<file path="src/rtl/game_move_ctrl.sv">
// rtl/game_move_ctrl.sv - Sokoban move controller feeding the 3-deep undo/history stage
// Computes man/box move candidates and pulses the history stage enable with the matching sel.
module game_move_ctrl #(
    parameter int N        = 134,
    parameter int GRID     = 8,
    parameter int UNDO_MAX = 3,
    parameter int STEP_W   = 10
) (
    input  logic              clk,
    input  logic              rst,
    input  logic              key_valid,
    input  logic [1:0]        key_dir,
    input  logic              key_undo,
    input  logic              key_restart,
    input  logic [N-1:0]      game_state,
    output logic [N-1:0]      game_state_mm,
    output logic [N-1:0]      game_state_bm,
    output logic [1:0]        sel,
    output logic              game_state_en,
    output logic              busy,
    output logic              move_reject,
    output logic [1:0]        undo_left,
    output logic [STEP_W-1:0] steps
);

    localparam int PW = 6;

    typedef enum logic [2:0] {BOOT, LOAD, IDLE, CALC, COMMIT, SETTLE} state_t;

    state_t            state;
    state_t            state_nx;
    logic [1:0]        dir_q;
    logic [PW-1:0]     man;
    logic [63:0]       wall_map;
    logic [63:0]       box_map;
    logic [PW:0]       s1;
    logic [PW:0]       s2;
    logic [PW-1:0]     t1;
    logic [PW-1:0]     t2;
    logic              pushes_box;
    logic              accept;
    logic [63:0]       bit_t1;
    logic [63:0]       bit_t2;

    // Returns {in_grid, target}; edge rules reject row wrap and leaving rows 0..GRID-1.
    function automatic logic [PW:0] step_cell(input logic [PW-1:0] pos, input logic [1:0] dir);
        int   row;
        int   col;
        logic ok;
        row = int'(pos) / GRID;
        col = int'(pos) % GRID;
        case (dir)
            2'b00:   begin ok = (row != 0);        row = row - 1; end
            2'b01:   begin ok = (row != GRID - 1); row = row + 1; end
            2'b10:   begin ok = (col != 0);        col = col - 1; end
            default: begin ok = (col != GRID - 1); col = col + 1; end
        endcase
        return {ok, PW'(row * GRID + col)};
    endfunction

    assign man        = game_state[133:128];
    assign wall_map   = game_state[127:64];
    assign box_map    = game_state[63:0];
    assign s1         = step_cell(man, dir_q);
    assign t1         = s1[PW-1:0];
    assign s2         = step_cell(t1, dir_q);
    assign t2         = s2[PW-1:0];
    assign bit_t1     = 64'd1 << t1;
    assign bit_t2     = 64'd1 << t2;
    assign pushes_box = box_map[t1];
    assign accept     = s1[PW] && !wall_map[t1] &&
                        (!pushes_box || (s2[PW] && !wall_map[t2] && !box_map[t2]));

    assign game_state_en = (state == LOAD) || (state == COMMIT);
    assign busy          = (state != IDLE);

    always_ff @(posedge clk or posedge rst) begin
        if (rst) state <= BOOT;
        else     state <= state_nx;
    end

    always_comb begin
        state_nx = state;
        case (state)
            BOOT:   state_nx = LOAD;
            LOAD:   state_nx = SETTLE;
            SETTLE: state_nx = IDLE;
            COMMIT: state_nx = SETTLE;
            CALC:   state_nx = accept ? COMMIT : IDLE;
            IDLE: begin
                if (key_valid) begin
                    if (key_restart)            state_nx = LOAD;
                    else if (key_undo)          state_nx = (undo_left != 2'd0) ? COMMIT : IDLE;
                    else                        state_nx = CALC;
                end
            end
            default: state_nx = BOOT;
        endcase
    end

    always_ff @(posedge clk or posedge rst) begin
        if (rst) begin
            game_state_mm <= '0;
            game_state_bm <= '0;
            sel           <= 2'd0;
            move_reject   <= 1'b0;
            undo_left     <= 2'd0;
            steps         <= '0;
            dir_q         <= 2'd0;
        end else begin
            move_reject <= 1'b0;
            case (state)
                BOOT: sel <= 2'd0;
                IDLE: begin
                    if (key_valid) begin
                        if (key_restart) begin
                            sel       <= 2'd0;
                            undo_left <= 2'd0;
                            steps     <= '0;
                        end else if (key_undo) begin
                            if (undo_left != 2'd0) sel <= 2'd3;
                            else                   move_reject <= 1'b1;
                        end else begin
                            dir_q <= key_dir;
                        end
                    end
                end
                CALC: begin
                    if (!accept) begin
                        move_reject <= 1'b1;
                    end else if (pushes_box) begin
                        game_state_bm <= {t1, wall_map, (box_map & ~bit_t1) | bit_t2};
                        sel           <= 2'd1;
                    end else begin
                        game_state_mm <= {t1, wall_map, box_map};
                        sel           <= 2'd2;
                    end
                end
                COMMIT: begin
                    // sel still tells which kind of commit is in flight
                    if (sel == 2'd3) begin
                        if (undo_left != 2'd0) undo_left <= undo_left - 2'd1;
                        if (steps != '0)       steps     <= steps - STEP_W'(1);
                    end else begin
                        if (undo_left != 2'(UNDO_MAX)) undo_left <= undo_left + 2'd1;
                        if (steps != {STEP_W{1'b1}})   steps     <= steps + STEP_W'(1);
                    end
                end
                default: ;
            endcase
        end
    end

endmodule

</file>
<file path="config.mk">
export PLATFORM = sky130hd
export DESIGN_NAME = game_move_ctrl
export DESIGN_NICKNAME = d
export VERILOG_FILES = /design/src/rtl/game_move_ctrl.sv
export SDC_FILE = /design/constraint.sdc
export NUM_CORES = 1
export LEC_CHECK = 0
export CAP_MARGIN = 10
export CORE_MARGIN = 2
export CORE_UTILIZATION = 28
export CTS_CLUSTER_DIAMETER = 40
export DETAILED_ROUTE_END_ITERATION = 8
export GPL_TIMING_DRIVEN = 0
export HOLD_SLACK_MARGIN = 0.1
export PLACE_DENSITY = 0.54
export SETUP_SLACK_MARGIN = 0.1
export SLEW_MARGIN = 0
export SYNTH_ARGS = -nofsm -noshare
export SYNTH_HDL_FRONTEND = slang
export SYNTH_SLANG_ARGS = --single-unit
</file>
<file path="constraint.sdc">
create_clock -name clk -period 15.6 [get_ports clk]
set_clock_uncertainty 0.2 [all_clocks]
set_input_delay 3.9 -clock clk [delete_from_list [all_inputs] [get_ports clk]]
set_output_delay 3.9 -clock clk [all_outputs]
set_load 0.02 [all_outputs]
</file>
### Yosys cells after proc, flatten, opt, wreduce, memory -nomap -nowiden

Index checks and enable logic that the tools add are counted.

* bits in registers: 288
* input port bits: 141
* output and inout bits: 285
* logic and storage cells: 129

* $add $sub $neg: 14
* magnitude comparators: 2
* equal/unequal tests: 24
* shift-type cells: 2
* multiplexer cells: 45
* bitwise gates (word level): 6
* reductions and logical operators: 28

Operators by type and width (count)
* $reduce_bool A32 Y1: 4
* $shl A1 B6 Y64 const A: 2
* $and A64 B64 Y64: 1
* $not A64 Y64: 1
* $or A64 B64 Y64: 1
* $mux W10: 5
* $bmux W1 S6: 4
* $pmux W6 S2: 2
* $mux W2: 11
* $pmux W10 S2: 1
* $ne A3 B1 Y1 const B: 6
* $mux W3: 5
* $pmux W3 S5: 1
* $reduce_and A5 Y1: 3
* $lt A6 B7 Y1 const B: 2
* $add A6 B6 Y6: 2
* $pmux W3 S2: 2
* $add A10 B1 Y10 const B: 1
* $ne A10 B10 Y1 const B: 1
* $reduce_bool A10 Y1: 1
* $sub A10 B1 Y10 const B: 1
* $mux W1: 9
* $ne A3 B3 Y1 const B: 3
* $add A3 B1 Y4 const B: 2
* 27 further kinds: 50

### Longest topological paths before layout

* depth after elaboration: 16
* depth in mapped cells: 26
* mapped depth without buffers: 17

### Least setup slack after synthesis

OpenSTA, ideal clock, no wires.

* kind: input -> register
* from: input game_state[128]
* to: register game_state_bm[0]
* library setup time: 0.125 ns
* data arrival time: 8.913 ns
* required time: 15.275 ns
* slack: 6.362 ns
* stages: 22
* buffers on the path: 9
* cell sequence: buf_2 -> buf_2 -> buf_2 -> buf_1 -> nand4_1 -> a21oi_1 -> ha_1 -> fa_1 -> fa_1 -> mux2_2 -> fa_1 -> buf_1 -> clkbuf_1 -> a31oi_1 -> a32oi_1 -> mux2i_1 -> a211oi_2 -> nor3b_2 -> buf_6 -> buf_12 -> buf_12 -> mux2_4

* cells in the longest elaborated chain, start to end: 14
* elaborated cells between the ends (all ways): 42
* those cells by class: add/sub: 8; eq/ne: 3; shift: 2; mux: 13; bitwise: 3; reduce/logical: 13

RTL lines
* start: declaration: line 15 `input logic [N-1:0] game_state,`
* $add A3 B1 Y4 or $sub A3 B1 Y4 (tied branches): line 56, 55
* $pmux W6 S2 (*): line 52 `case (dir)`
* $add A6 B6 Y6 (*): line 58 `return {ok, PW'(row * GRID + col)};`
* via s1[4]: line 36 `logic [PW:0] s1;`
* $add A3 B1 Y3 or $sub A3 B1 Y3 (tied branches): line 54, 53
* $pmux W3 S2: line 52
* $add A6 B6 Y6: line 58
* $bmux W1 S6: line 72 `(!pushes_box || (s2[PW] && !wall_map[t2] && !box_map[t2]));`
* $mux W1 (not written as such): line 72
* $logic_not A1 Y1: line 72
* $logic_and A1 B1 Y1 (2 in a row): line 72
* $logic_or A1 B1 Y1: line 72
* $logic_and A1 B1 Y1: line 71 `assign accept = s1[PW] && !wall_map[t1] &&`
* $reduce_and A3 Y1 (no source line)
* end signal: assignment: line 132 `game_state_bm <= {t1, wall_map, (box_map & ~bit_t1) | bit_t2};`
* end: declaration: line 17 `output logic [N-1:0] game_state_bm,`

Mark *: on every way through the listed nets, which the timed path passes. The rest lies on a longest branch. The select of a mux whose other input is x is not followed.
A chain may end at the register's enable or synchronous reset.

### Worst setup path after layout

* from: input game_state[128]
* to: register game_state_bm[33]

The elaborated chain is that of the path after synthesis.

==> results.json <==
{
  "core_area_sq_mm": 0.0562,
  "cp_data_arrival_time_ns": 12.01,
  "cts_tree": "yes",
  "portBuffers": 424,
  "grt_max_degree": 105,
  "vias": 13421,
  "grt_first_pass_wirelength_um": 98500,
  "clkLatencyLatePin_ns": 0.59,
  "cts_sinks": 288,
  "cp-startpoint": "game_state[128]",
  "post-route-min-period_ns": 11.76,
  "place.gp.congestion": 0.909,
  "synthMuxAreaShare": 0.258,
  "hold_buffers": 0,
  "fmax_ghz": 0.0850,
  "netlist_area_sq_mm": 0.0159,
  "crit_fanout": 10,
  "syn_inst": 1302,
  "crit_slowest_cell": "clkdlybuf4s50_1",
  "synth_top_family_by_area": "multiplexers",
  "slowest_delay_ns": 0.67,
  "crit_type": "primary input to flop",
  "synth_top_area_cell": "dfrtp_1",
  "drive_gt1_frac": 0.257,
  "netlist.area_leader.share": 0.454,
  "drt_wl_total_um": 68200,
  "required_ns": 15.84,
  "syn_nets": 1467,
  "synth-main-ff-cell": "dfrtp_1",
  "status": "complete, no violations",
  "io-pin-count": 426,
  "track_usage": 0.228,
  "min_period_over_period": 0.754,
  "synth_edf_count": 0,
  "yosysSeqAreaShare": 0.454,
  "die_y_um": 242,
  "slew_viol_final": 0,
  "ys_async_sr_fraction": 1.00,
  "hold_viol": 0,
  "worst_slew_pin_slew_ns": 0.967,
  "dieArea_sq_mm": 0.0586,
  "h-tree-depth": 2,
  "hp-start": "game_state_bm[82]$_DFFE_PP0P_",
  "rsz0062_at_grt": "no",
  "synth-seq-cells": 288,
  "wl_per_cell_um": 26.4,
  "antenna_found_initial": 5,
  "areaGrowthSynthToFinish_pct": 44.0,
  "synthXorXnorAreaFrac": 0.0133,
  "cts_max_path_buffers": 3,
  "dieWidth_um": 242,
  "busiest_layer": "met2",
  "dr.pass1.iters": 7,
  "cts_resized": 0,
  "met3_usage": 0.0555,
  "slew_headroom": 0.355,
  "synth_common_cells": "288 x dfrtp_1, 157 x mux2_2, 130 x o21ai_0",
  "fin_hold_ws_ns": 0.302,
  "hold_class": "flop to flop",
  "ir_drop_mv": 0.111,
  "grt_pass1_vias": 13895,
  "synth-compound-area-share": 0.130,
  "cts_setup_buffers": 0,
  "via_per_inst": 5.21,
  "r2r_slack_ns": 7.93,
  "yosysUniqueCellTypes": 90,
  "r2r_start": "dir_q[1]$_DFFE_PP0P_",
  "p_leak_nw": 9.81,
  "rows": 87,
  "synth.most_common_cell": "dfrtp_1",
  "drtIter0Drc": 1000,
  "fin_util": 0.407,
  "critPathLaunchType": "primary input",
  "synthAdderAreaFrac": 0.0213,
  "use_met2": 0.378,
  "cts_buffers": 50,
  "drc_errors": 0,
  "path_cells": "clkdlybuf4s50_1 -> buf_2 -> buf_2 -> buf_2 -> buf_1 -> nand4_1 -> a21oi_1 -> ha_1 -> fa_1 -> clkbuf_1 -> clkbuf_1 -> mux2_2 -> fa_1 -> buf_1 -> clkbuf_1 -> a31oi_1 -> a32oi_1 -> mux2i_1 -> a211oi_2 -> nor3b_2 -> buf_6 -> buf_12 -> buf_12 -> mux2_4",
  "gr-usage-met1": 0.287,
  "ant_nets": 0,
  "powerDensity_mw_per_mm2": 219,
  "yosys.area_share.simple": 0.0752,
  "nets": 1945,
  "yosysWarnings": 0,
  "clk_pin_slew_ns": 0.05,
  "cts_root_buf": "clkbuf_16",
  "finalSetupViolations": 0,
  "synth.area.top_cells": "dfrtp_1 45%, mux2_4 11%, mux2_2 11%",
  "initial_core_util": 0.282,
  "syn_area_per_cell_sq_um": 12.2,
  "cp-end-kind": "flop",
  "dp_hpwl_um": 53100,
  "gr-total-overflow": 0,
  "maxCapViolCount": 0
}
[layer usage]
layer,wire (um),vias to the layer above
met4,2490,4
met5,24,-
met3,5200,159
li1,-,5842
met1,27800,6767
met2,32600,649
[logic make-up after synthesis]
group,after synthesis
multiplexers,318
flip-flops,288
AO/OA/AOI/OAI,307
adder cells (fa/ha/maj),24
buffers and inverters,106
AND/OR/NAND/NOR,240
XOR/XNOR,19
[worst max-delay path, delay by kind of cell]
kind / cells / cell delay, ns
compound gates: 4 / 1.17
fa+ha+maj: 3 / 1.31
mux: 3 / 0.82
buf+inv: 12 / 4.33
simple gates: 2 / 0.44
[cell type report]
class / instances / area (sq um)
clock inverters: 28 / 318
multi-input cells: 908 / 7890
repair buffers: 426 / 4300
inverters: 24 / 103
diodes: 3 / 7.51
plain buffers: 82 / 666
fillers: 5434 / 33300
clock buffers: 62 / 1400
flip-flops and latches: 288 / 7210
well taps: 756 / 946
[worst paths after layout]
path                                             endpoint  cells after the start
setup / recovery            game_state_bm[33]$_DFFE_PP0P_                     24
hold / removal              game_state_bm[82]$_DFFE_PP0P_                      1
setup reg to reg            game_state_bm[33]$_DFFE_PP0P_                     19
hold reg to reg             game_state_bm[82]$_DFFE_PP0P_                      1
max in group asynchronous  game_state_mm[115]$_DFFE_PP0P_                      3
min in group asynchronous   game_state_mm[42]$_DFFE_PP0P_                      2
[sequential cells by signal, indices dropped and copies added, names as in the netlist]
name	count
steps	10
state	3
sel	2
game_state_bm	134
dir_q	2
move_reject	1
game_state_mm	134
undo_left	2
[report_power, final]
| group | switching, mW | leakage [nW] | internal (mW) | total, mW |
|---|---|---|---|---|
| Combinational | 1.50 | 5.21 | 1.20 | 2.70 |
| Sequential | 0.168 | 3.76 | 1.03 | 1.19 |
| Clock | 0.408 | 0.837 | 0.710 | 1.12 |
| Total | 2.08 | 9.81 | 2.93 | 5.01 |
[layout by cell type, fill, tap and decap left out, drive strengths merged, types with 9 or more instances in the layout]
master / Yosys / layout
inv: 24 / 36
ha: 19 / 19
nand4: 10 / 10
o22ai: 21 / 21
o21ai: 138 / 138
a211oi: 20 / 20
mux2i: 33 / 33
mux2: 277 / 277
or3: 15 / 15
nand3: 19 / 19
a21oi: 27 / 27
nor3: 34 / 34
xnor2: 17 / 17
nand2b: 10 / 10
nor2: 53 / 53
clkdlybuf4s50: 0 / 424
dfrtp: 288 / 288
nor2b: 12 / 12
buf: 61 / 63
clkbuf: 21 / 83
a2111oi: 9 / 9
o31ai: 12 / 12
nand2: 65 / 65
[metrics by stage]
stage               TNS [ns]  setup WS, ns  cells  cell area (sq um)  power [mW]
floorplan                  0          3.55   1302              15900        2.73
global placement      -86.59        -0.359   2482              21000        3.85
detailed placement         0          3.46   2484              21100        3.87
CTS                        0          4.05   2574              22800        5.02
global route               0          3.65   2575              22800        5.24
finish                     0          3.84   2577              22800        5.01
No activity file was read; power rests on OpenSTA's default activity.
